[config.mk]
export PLATFORM = sky130hd
export DESIGN_NAME = ahb_bus_arbiter
export DESIGN_NICKNAME = d
export VERILOG_FILES = /design/src/rtl/ahb_bus_arbiter.sv
export SDC_FILE = /design/constraint.sdc
export NUM_CORES = 1
export LEC_CHECK = 0
export CAP_MARGIN = 20
export CORE_MARGIN = 3
export CORE_UTILIZATION = 52
export DETAILED_ROUTE_END_ITERATION = 12
export GPL_ROUTABILITY_DRIVEN = 0
export GPL_TIMING_DRIVEN = 0
export PLACE_DENSITY = 0.83
export SLEW_MARGIN = 20
export SYNTH_ARGS = -nofsm -noshare
export SYNTH_HDL_FRONTEND = slang
export SYNTH_SLANG_ARGS = --single-unit
[constraint.sdc]
create_clock -name hclk -period 4.43 [get_ports hclk]
set_input_delay 0.6645 -clock hclk [delete_from_list [all_inputs] [get_ports hclk]]
set_output_delay 0.6645 -clock hclk [all_outputs]
set_load 0.01 [all_outputs]
[src/rtl/ahb_bus_arbiter.sv]
// Round-robin AHB arbiter sharing one slave port between NUM_MASTERS masters.
// Tracks the owner's burst progress and lock so the grant only moves at legal handover points.
module ahb_bus_arbiter #(
  parameter int NUM_MASTERS    = 4,
  parameter int DEFAULT_MASTER = 0,
  parameter int MAX_HOLD       = 16,
  localparam int MW            = (NUM_MASTERS > 1) ? $clog2(NUM_MASTERS) : 1
) (
  input  logic                   hclk,
  input  logic                   hreset,
  input  logic [NUM_MASTERS-1:0] hbusreq,
  input  logic [NUM_MASTERS-1:0] hlock,
  input  logic [1:0]             htrans,
  input  logic [2:0]             hburst,
  input  logic                   hready,
  output logic [NUM_MASTERS-1:0] hgrant,
  output logic [MW-1:0]          hmaster,
  output logic                   hmastlock
);

  localparam int LEN_MAX = (MAX_HOLD > 16) ? MAX_HOLD : 16;
  localparam int RW      = $clog2(LEN_MAX + 1);

  typedef enum logic [1:0] {
    TR_IDLE   = 2'b00,
    TR_BUSY   = 2'b01,
    TR_NONSEQ = 2'b10,
    TR_SEQ    = 2'b11
  } trans_e;

  trans_e                 tr;
  logic [RW-1:0]          len_c;
  logic [RW-1:0]          rem_q, rem_d;
  logic [NUM_MASTERS-1:0] gnt_q, gnt_d;
  logic [MW-1:0]          rr_q, rr_d;
  logic [MW-1:0]          master_q;
  logic                   mastlock_q;
  logic [MW-1:0]          gnt_idx;
  logic [MW-1:0]          cand;
  logic [MW-1:0]          pick_idx;
  logic                   pick_found;
  logic                   ho_raw, ho;

  assign tr = trans_e'(htrans);

  always_comb begin
    unique case (hburst)
      3'b000:         len_c = RW'(1);
      3'b001:         len_c = RW'(MAX_HOLD);
      3'b010, 3'b011: len_c = RW'(4);
      3'b100, 3'b101: len_c = RW'(8);
      default:        len_c = RW'(16);
    endcase
  end

  always_comb begin
    unique case (tr)
      TR_NONSEQ: rem_d = len_c - RW'(1);
      TR_SEQ:    rem_d = (rem_q == '0) ? '0 : rem_q - RW'(1);
      TR_IDLE:   rem_d = '0;
      default:   rem_d = rem_q;
    endcase
  end

  // A locked owner that still asserts its hlock line can never be pre-empted.
  assign ho_raw = (tr == TR_IDLE)
               || (tr == TR_NONSEQ && len_c == RW'(1))
               || (tr == TR_SEQ && rem_q == RW'(1))
               || (rem_q == '0 && tr != TR_BUSY);
  assign ho     = ho_raw && !(mastlock_q && hlock[master_q]);

  // Search starts just past the last pick, so the previous winner is considered last.
  always_comb begin
    pick_found = 1'b0;
    pick_idx   = MW'(DEFAULT_MASTER);
    cand       = '0;
    for (int i = 1; i <= NUM_MASTERS; i++) begin
      cand = MW'((int'(rr_q) + i) % NUM_MASTERS);
      if (!pick_found && hbusreq[cand]) begin
        pick_found = 1'b1;
        pick_idx   = cand;
      end
    end
  end

  always_comb begin
    gnt_d = '0;
    rr_d  = rr_q;
    if (pick_found) begin
      gnt_d[pick_idx] = 1'b1;
      rr_d            = pick_idx;
    end else begin
      gnt_d[DEFAULT_MASTER] = 1'b1;
    end
  end

  always_comb begin
    gnt_idx = '0;
    for (int i = 0; i < NUM_MASTERS; i++) begin
      if (gnt_q[i]) gnt_idx = MW'(i);
    end
  end

  // NOTE: sequential state uses non-blocking assignments so every register samples pre-edge values.
  always_ff @(posedge hclk or posedge hreset) begin
    if (hreset) begin
      gnt_q                 <= '0;
      gnt_q[DEFAULT_MASTER] <= 1'b1;
      rr_q                  <= MW'(DEFAULT_MASTER);
      master_q              <= MW'(DEFAULT_MASTER);
      mastlock_q            <= 1'b0;
      rem_q                 <= '0;
    end else if (hready) begin
      rem_q      <= rem_d;
      master_q   <= gnt_idx;
      mastlock_q <= hlock[gnt_idx];
      if (ho) begin
        gnt_q <= gnt_d;
        rr_q  <= rr_d;
      end
    end
  end

  assign hgrant    = gnt_q;
  assign hmaster   = master_q;
  assign hmastlock = mastlock_q;

endmodule

==> results of run 1 <==
-- worst reg2reg max path, delay by kind of cell (launching register included) --
kind,cells,cell delay (ns)
mux,1,0.29
compound gates,2,0.31
fa+ha+maj,1,0.22
simple gates,2,0.42
buf+inv,1,0.08
flops,1,0.41
-- per-layer routing --
layer / track usage, % / vias to the layer above / part of all wire [%]
met5: 0 / - / 0
met2: 28.3 / 22 / 49
met1: 21.5 / 379 / 46
met3: 6.73 / 0 / 5.1
li1: - / 435 / -
met4: 1.42 / 0 / 0
-- registers in the layout, indices dropped and copies added (netlist names) --
| register | cells |
|---|---|
| hmastlock | 1 |
| rr_q | 2 |
| rem_q | 5 |
| hmaster | 2 |
| hgrant | 4 |
-- area by class of cell --
cell class	count	area (um^2)	area share, %
Buffer	2	8.76	0.709
Clock buffer	4	26.3	2.13
Inverter	9	33.8	2.74
Multi-Input combinational cell	86	574	46.5
Sequential cell	14	352	28.5
Tap cell	24	30.0	2.43
Timing Repair Buffer	21	210	17.0
-- power breakdown --
part / switching, mW / total, mW / internal, mW
combinational: 0.107 / 0.247 / 0.141
sequential: 0.0551 / 0.231 / 0.175
clock: 0.0359 / 0.0708 / 0.0349
-- kinds of logic after synthesis --
| group | count (synthesis) | synth area share [%] |
|---|---|---|
| flip-flops | 14 | 36.3 |
| adder cells (fa/ha/maj) | 7 | 9.04 |
| XOR/XNOR | 1 | 0.905 |
| AND/OR/NAND/NOR | 40 | 21.7 |
| buffers and inverters | 11 | 4.39 |
| AO/OA/AOI/OAI | 31 | 19.8 |
| multiplexers | 7 | 7.88 |
-- cells in the final DEF (no fill, tap or decap), drive strengths merged --
master,instances
a21o,2
a21oi,13
a31oi,1
and2,1
clkbuf,6
clkdlybuf4s50,21
dfrtp,13
dfstp,1
ha,7
inv,9
mux2,2
mux2i,5
nand2,10
nand2b,7
nor2,11
nor2b,3
nor3,5
nor4,1
o21a,1
o21ai,10
o221a,1
o221ai,2
o31ai,1
or2,1
or3,1
xnor2,1
-- worst max path at each step --
stage                          from                   to  slack, ns  cells past startpoint
after floorplan           htrans[1]  rr_q[1]$_DFFE_PP0P_       2.50                      7
after global placement    htrans[1]  rr_q[1]$_DFFE_PP0P_       1.91                      8
after detailed placement  htrans[1]  rr_q[1]$_DFFE_PP0P_       1.87                      8
after CTS                 htrans[1]  rr_q[1]$_DFFE_PP0P_       2.16                      8
after global routing      htrans[1]  rr_q[1]$_DFFE_PP0P_       2.08                      8
final                     htrans[1]  rr_q[1]$_DFFE_PP0P_       2.16                      8
==> impl_metrics.ini, run 1 <==
[outcome]
status = finished, final reports clean

[critical_path]
worst_ep_arrival_time_ns = 2.43
critPathBufInv = 2
r2r_slack_ns = 2.60
timing.rr.start = rem_q[0]$_DFFE_PP0P_
r2r_cells = 7
max_stage_delay_ns = 0.51
crit_slowest_cell = clkdlybuf4s50_1
cp_max_fo = 9
end_kind = flop
path_class = in -> reg
crit_family = buffers and inverters
cp.required_ns = 4.59
cp-start-kind = input pin
worstPathCellList = clkdlybuf4s50_1 > inv_1 > ha_1 > nor2b_1 > o21ai_2 > a21o_4 > or2_4 > mux2_4
r2r-end = rr_q[1]$_DFFE_PP0P_

[routing]
drt_wl_total_um = 1870
firstDrtPassIters = 4
viasPerCell = 5.23
drt_iter0_drc = 14
drc = 0
wire_per_inst_um = 11.7
vias = 836
ant_nets = 0

[synth]
synth_area_leader_cell = dfrtp_1
ys.flop_type = dfrtp_1
syn_nets = 134
netlist_top_cells_area = dfrtp_1 34%, ha_1 9.0%, a21oi_1 6.7%
syn_inst = 111
synthTopCellsByCount = 13 x a21oi_1, 13 x dfrtp_1, 11 x nor2_1
ys_warn_count = 0
yosysUniqueCellTypes = 31
avgSynthCellArea_um2 = 8.72
synthArstFlopShare_pct = 100
syn_area_um2 = 968
ys_seq_area_share_pct = 36.3
synth_edf_count = 0
synth_seq_cells = 14
synth_top_cell_area_share_pct = 33.6

[clocking]
clock_path_buffers = 2
cts_root_buffer = clkbuf_4
cts.repair.resized = 0
cts.sinks = 14
clk_pin_slew_ns = 0.08
clk_latency_ns = 0.27
tritoncts = done
htreeDepth = 1
post_cts.repair.setup_buffers = 0
holdBufCountCts = 0
cts-buffers-inserted = 3

[floorplanning]
coreArea_um2 = 1630
die_area_um2 = 2420
die_x_um = 49.2
start_util_pct = 59.4
die_h_um = 49.2
rows = 14
pin_count = 23

[global_route]
antenna_found_initial = 0
grt_max_degree = 15
grt_pass1_vias = 764
track_usage_pct = 17.1
grt.overflow.total = 0
grt_first_pass_wirelength_um = 3260

[layout]
stdcell_count = 160
n_fill_cell = 119
final_nets = 160
syn_to_final_growth_pct = 27.5
num_antenna_cells = 0
final_util_pct = 75.8
drive_gt1_share_pct = 9.56
finalInstanceArea_um2 = 1230

[timing]
fin_crit_ns = 2.27
relSlewSlack_pct = 67.6
hold_ws_ns = 0.557
skew_ns = 0.00905
tightestPinTransition_ns = 0.486
finalCritPeriodShare_pct = 51.3
setup_ws_ns = 2.16
hold_viol = 0
max_freq_ghz = 0.440
tns_ns = 0
rsz0062_at_grt = no
maxSlewViolCount = 0
setup_viol = 0

[placement]
place_area_um2 = 1210
portBuffers = 21
post-dp-hpwl_um = 1570
pre_cts_ws_ns = 1.87
dp.cells = 156

[min_path]
hold_start = hgrant[1]$_DFFE_PP0P_
min_path_type = reg -> reg
hold-path-cell-count = 2
min_to = hgrant[1]$_DFFE_PP0P_

[power]
leakagePower_nw = 0.541
p_per_area_nw_per_um2 = 444
total_power_mw = 0.549
vdd_drop_max_mv = 0.307

[job]
maxCapViolCount = 0
Power figures use the tool's default switching activity.
==> run 2, diff against run 1 <==
Settings changed: CORE_UTILIZATION 52 to 48, PLACE_DENSITY 0.83 to 0.77.
Clock period 4.43 ns to 2.15 ns, I/O delays scaled along.
==> run 2 against run 1 <==
Clock skew is 0.0028 ns higher. Critical path depth stayed put. Hold slack worse by 0.25 ns. Register-to-register slack worse by 2.3 ns. Largest power group unchanged.
==> impl_metrics.ini, run 2 (same netlist as run 1, synthesis figures left out) <==
[critical_path]
path_class = in -> reg
r2r_cells = 7
cp_max_fo = 9
worst_ep_arrival_time_ns = 2.08
r2r_slack_ns = 0.30
cp-start-kind = input pin
cp.required_ns = 2.32
end_kind = flop

[clocking]
cts-buffers-inserted = 3
post_cts.repair.setup_buffers = 0
clk_latency_ns = 0.29
htreeDepth = 1
holdBufCountCts = 0
cts_root_buffer = clkbuf_4
clk_pin_slew_ns = 0.10
cts.sinks = 14
cts.repair.resized = 0
clock_path_buffers = 2
tritoncts = done

[placement]
portBuffers = 21
pre_cts_ws_ns = -0.0556
post-dp-hpwl_um = 1650
dp.cells = 157
place_area_um2 = 1210

[global_route]
met2_usage_pct = 30.0
grt_first_pass_wirelength_um = 3550
top_usage_layer = met2
antenna_found_initial = 0
grt.met1_usage_pct = 22.9
grt_max_degree = 15
track_usage_pct = 18.0
globalRouteMet3Util_pct = 4.37
grt.overflow.total = 0
grt_pass1_vias = 798

[min_path]
min_path_type = in -> reg
hold-path-cell-count = 2

[routing]
viasPerCell = 5.26
drt_iter0_drc = 19
drt_wl_total_um = 2040
drc = 0
ant_nets = 0
firstDrtPassIters = 4
vias = 847
wire_per_inst_um = 12.6

[timing]
fin_crit_ns = 1.91
skew_ns = 0.0118
tns_ns = 0
tightestPinTransition_ns = 0.534
hold_ws_ns = 0.302
setup_ws_ns = 0.241
max_freq_ghz = 0.524
rsz0062_at_grt = no
maxSlewViolCount = 0
hold_viol = 0
finalCritPeriodShare_pct = 88.8
setup_viol = 0
relSlewSlack_pct = 64.3

[layout]
final_util_pct = 68.5
final_common_cell = clkdlybuf4s50_1
final_cell_mix = 21 x clkdlybuf4s50_1, 13 x a21oi_1, 13 x dfrtp_1
seq_area_um2 = 352
syn_to_final_growth_pct = 28.7
stdcell_count = 161
multiInputGateArea_um2 = 574
final_nets = 160
largest_reg_flops = 5
finalInstanceArea_um2 = 1250
n_fill_cell = 164
drive_gt1_share_pct = 10.3
regMostFlops = rem_q
num_antenna_cells = 0

[outcome]
status = finished, final reports clean

[power]
vdd_drop_max_mv = 0.660
p_per_area_nw_per_um2 = 948
total_power_mw = 1.18
leakagePower_nw = 0.547

[floorplanning]
pin_count = 23
die_h_um = 50.9
coreArea_um2 = 1820
start_util_pct = 53.2
die_area_um2 = 2590
rows = 15
die_x_um = 50.9

[job]
maxCapViolCount = 0
## run 2: path summary, 6_finish.rpt
path / start / end
worst max register to register: rem_q[1]$_DFFE_PP0P_ / rr_q[1]$_DFFE_PP0P_
worst min-delay path: hready / hmaster[1]$_DFFE_PP0P_
worst max-delay path: htrans[1] / rr_q[1]$_DFFE_PP0P_
max in group asynchronous: hreset / hgrant[0]$_DFFE_PP1P_
worst min register to register: rem_q[4]$_DFFE_PP0P_ / rem_q[4]$_DFFE_PP0P_
min in group asynchronous: hreset / rem_q[3]$_DFFE_PP0P_
## run 2: area by class of cell
cell class	count	area share (%)
multi-input cells	86	46.1
flip-flops and latches	14	28.2
repair buffers	21	16.9
clock buffers	4	2.91
inverters	9	2.71
well taps	25	2.51
plain buffers	2	0.703
## run 2: critical path, cell delays in order
cell and delay, ns:
clkdlybuf4s50_1 0.50, inv_1 0.07, ha_1 0.20, nor2b_1 0.14
o21ai_2 0.07, a21o_4 0.24, or2_4 0.24, mux2_4 0.29
## run 2: where the power goes
part,total (mW),leakage (nW),internal [mW],switching [mW]
Sequential,0.473,0.169,0.361,0.112
Clock,0.198,0.0210,0.103,0.0946
Combinational,0.510,0.357,0.290,0.220
## run 2: layer usage
| layer | vias to the layer above | part of all wire (%) |
|---|---|---|
| li1 | 437 | - |
| met1 | 386 | 45 |
| met2 | 21 | 48 |
| met3 | 3 | 5.3 |
| met4 | 0 | 1.1 |
| met5 | - | 0 |
==> run 3, diff against run 2 <==
Settings changed: CORE_UTILIZATION 48 to 61, DONT_BUFFER_PORTS from default to 1, GPL_TIMING_DRIVEN 0 to default, REMOVE_ABC_BUFFERS from default to 1.
==> run 3 against run 2 <==
Cell area down 19%. Routed wire length fell by 13%. Combinational power decreased by 36%.
==> impl_metrics.ini, run 3 (same netlist as run 1, synthesis figures left out) <==
[routing]
firstDrtPassIters = 4
drc = 0
drt_iter0_drc = 20
viasPerCell = 5.93
ant_nets = 0
vias = 765
drt_wl_total_um = 1770
wire_per_inst_um = 13.7

[layout]
num_antenna_cells = 0
largest_reg_flops = 5
finalInstanceArea_um2 = 1010
final_nets = 138
regMostFlops = rem_q
syn_to_final_growth_pct = 4.78
stdcell_count = 129
drive_gt1_share_pct = 10.5
final_cell_mix = 13 x a21oi_1, 13 x dfrtp_1, 11 x nor2_1
final_util_pct = 72.5

[global_route]
grt_pass1_vias = 770
grt.overflow.total = 0
antenna_found_initial = 0
grt_first_pass_wirelength_um = 2930
track_usage_pct = 19.8
grt_max_degree = 15

[critical_path]
cp-start-kind = flop
r2r_cells = 7
cp.required_ns = 2.32
r2r-end = rr_q[1]$_DFFE_PP0P_
critPathBufInv = 1
worstPathCellList = inv_1 > ha_1 > nor2b_1 > o21ai_2 > a21o_4 > or2_4 > mux2_4
path_class = reg -> reg
r2r_slack_ns = 0.36
timing.rr.start = rem_q[0]$_DFFE_PP0P_
worst_ep_arrival_time_ns = 1.96
crit_slowest_cell = dfrtp_1
max_stage_delay_ns = 0.40
cp_max_fo = 9
crit_family = simple AND/OR/NAND/NOR gates
end_kind = flop

[placement]
post-dp-hpwl_um = 1470
dp.cells = 124
place_area_um2 = 978
portBuffers = 0

[outcome]
status = finished, final reports clean

[timing]
skew_ns = 0.00814
hold_viol = 0
rsz0062_at_grt = no
tns_ns = 0
relSlewSlack_pct = 65.9
fin_crit_ns = 1.79
maxSlewViolCount = 0
finalCritPeriodShare_pct = 83.5
tightestPinTransition_ns = 0.511
setup_viol = 0
max_freq_ghz = 0.557

[floorplanning]
pin_count = 23
rows = 13
die_area_um2 = 2100
coreArea_um2 = 1400
die_x_um = 45.8
die_h_um = 45.8
start_util_pct = 69.2

[job]
maxCapViolCount = 0

[power]
leakagePower_nw = 0.459
combPwrFrac_pct = 33.1
seqPwrFrac_pct = 51.8
vdd_drop_max_mv = 0.752
p_clk_share_pct = 15.1
swShare_pct = 38.9
internal_power_mw = 0.603
p_sw_mw = 0.384
p_per_area_nw_per_um2 = 973

[clocking]
htreeDepth = 1
cts_root_buffer = clkbuf_4
cts.sinks = 14
cts-buffers-inserted = 3
clk_pin_slew_ns = 0.08
tritoncts = done
clk_latency_ns = 0.28
cts.repair.resized = 0
clock_path_buffers = 2

[min_path]
hold_start = hready
min_path_type = in -> reg
min_to = hmaster[1]$_DFFE_PP0P_
hold-path-cell-count = 1
## run 3: cell types whose count changed in the layout (fill, tap and decap cells not counted), sizes merged
| cell | previous run | this run |
|---|---|---|
| clkdlybuf4s50 | 21 | 0 |
| clkbuf | 6 | 4 |
| dlygate4sd3 | 0 | 1 |
## run 3: worst max-delay path by stage
stage	endpoint	slack, ns	cells past startpoint	from
final	rr_q[1]$_DFFE_PP0P_	0.36	7	rem_q[0]$_DFFE_PP0P_
after global routing	rr_q[1]$_DFFE_PP0P_	0.26	7	rem_q[0]$_DFFE_PP0P_
after CTS	rr_q[1]$_DFFE_PP0P_	0.36	7	rem_q[0]$_DFFE_PP0P_
after detailed placement	rr_q[1]$_DFFE_PP0P_	0.36	7	rem_q[0]$_DFFE_PP0P_
after global placement	rr_q[1]$_DFFE_PP0P_	0.39	7	rem_q[0]$_DFFE_PP0P_
after floorplan	rr_q[1]$_DFFE_PP0P_	0.43	7	rem_q[0]$_DFFE_PP0P_
## run 3: area by class of cell
class | instances | area [um^2]
repair buffers | 1 | 10.0
well taps | 15 | 18.8
inverters | 9 | 33.8
clock buffers | 4 | 26.3
flip-flops and latches | 14 | 352
multi-input cells | 86 | 574
fillers | 118 | 384
## run 3: routing by layer
metal	part of all wire [%]	global-route usage [%]	vias to the layer above
li1	-	-	394
met5	0	0	-
met4	1.8	9.09	0
met2	45	31.3	29
met3	10	6.32	4
met1	43	24.3	338
## run 3: what timing repair did
item / 4_1_cts / 5_1_grt
hold buffers: 1 / 0
endpoints found under the hold margin: 13 / 0
buffers inserted: 0 / 0
## run 3: per-stage QoR
stage,hold slack [ns],setup WS [ns],power [mW]
after detailed placement,0.271,0.356,0.844
after CTS,0.109,0.357,0.998
final,0.118,0.356,0.987
after global routing,0.105,0.263,1.07
after global placement,0.267,0.393,0.825
after floorplan,0.211,0.433,0.765
## run 3: power groups by stage
stage | Clock, mW | Sequential, mW | Combinational, mW
final | 0.149 | 0.511 | 0.327
after global routing | 0.171 | 0.531 | 0.372
after CTS | 0.156 | 0.512 | 0.330
after detailed placement | 0 | 0.516 | 0.328
after global placement | 0 | 0.514 | 0.311
after floorplan | 0 | 0.487 | 0.278
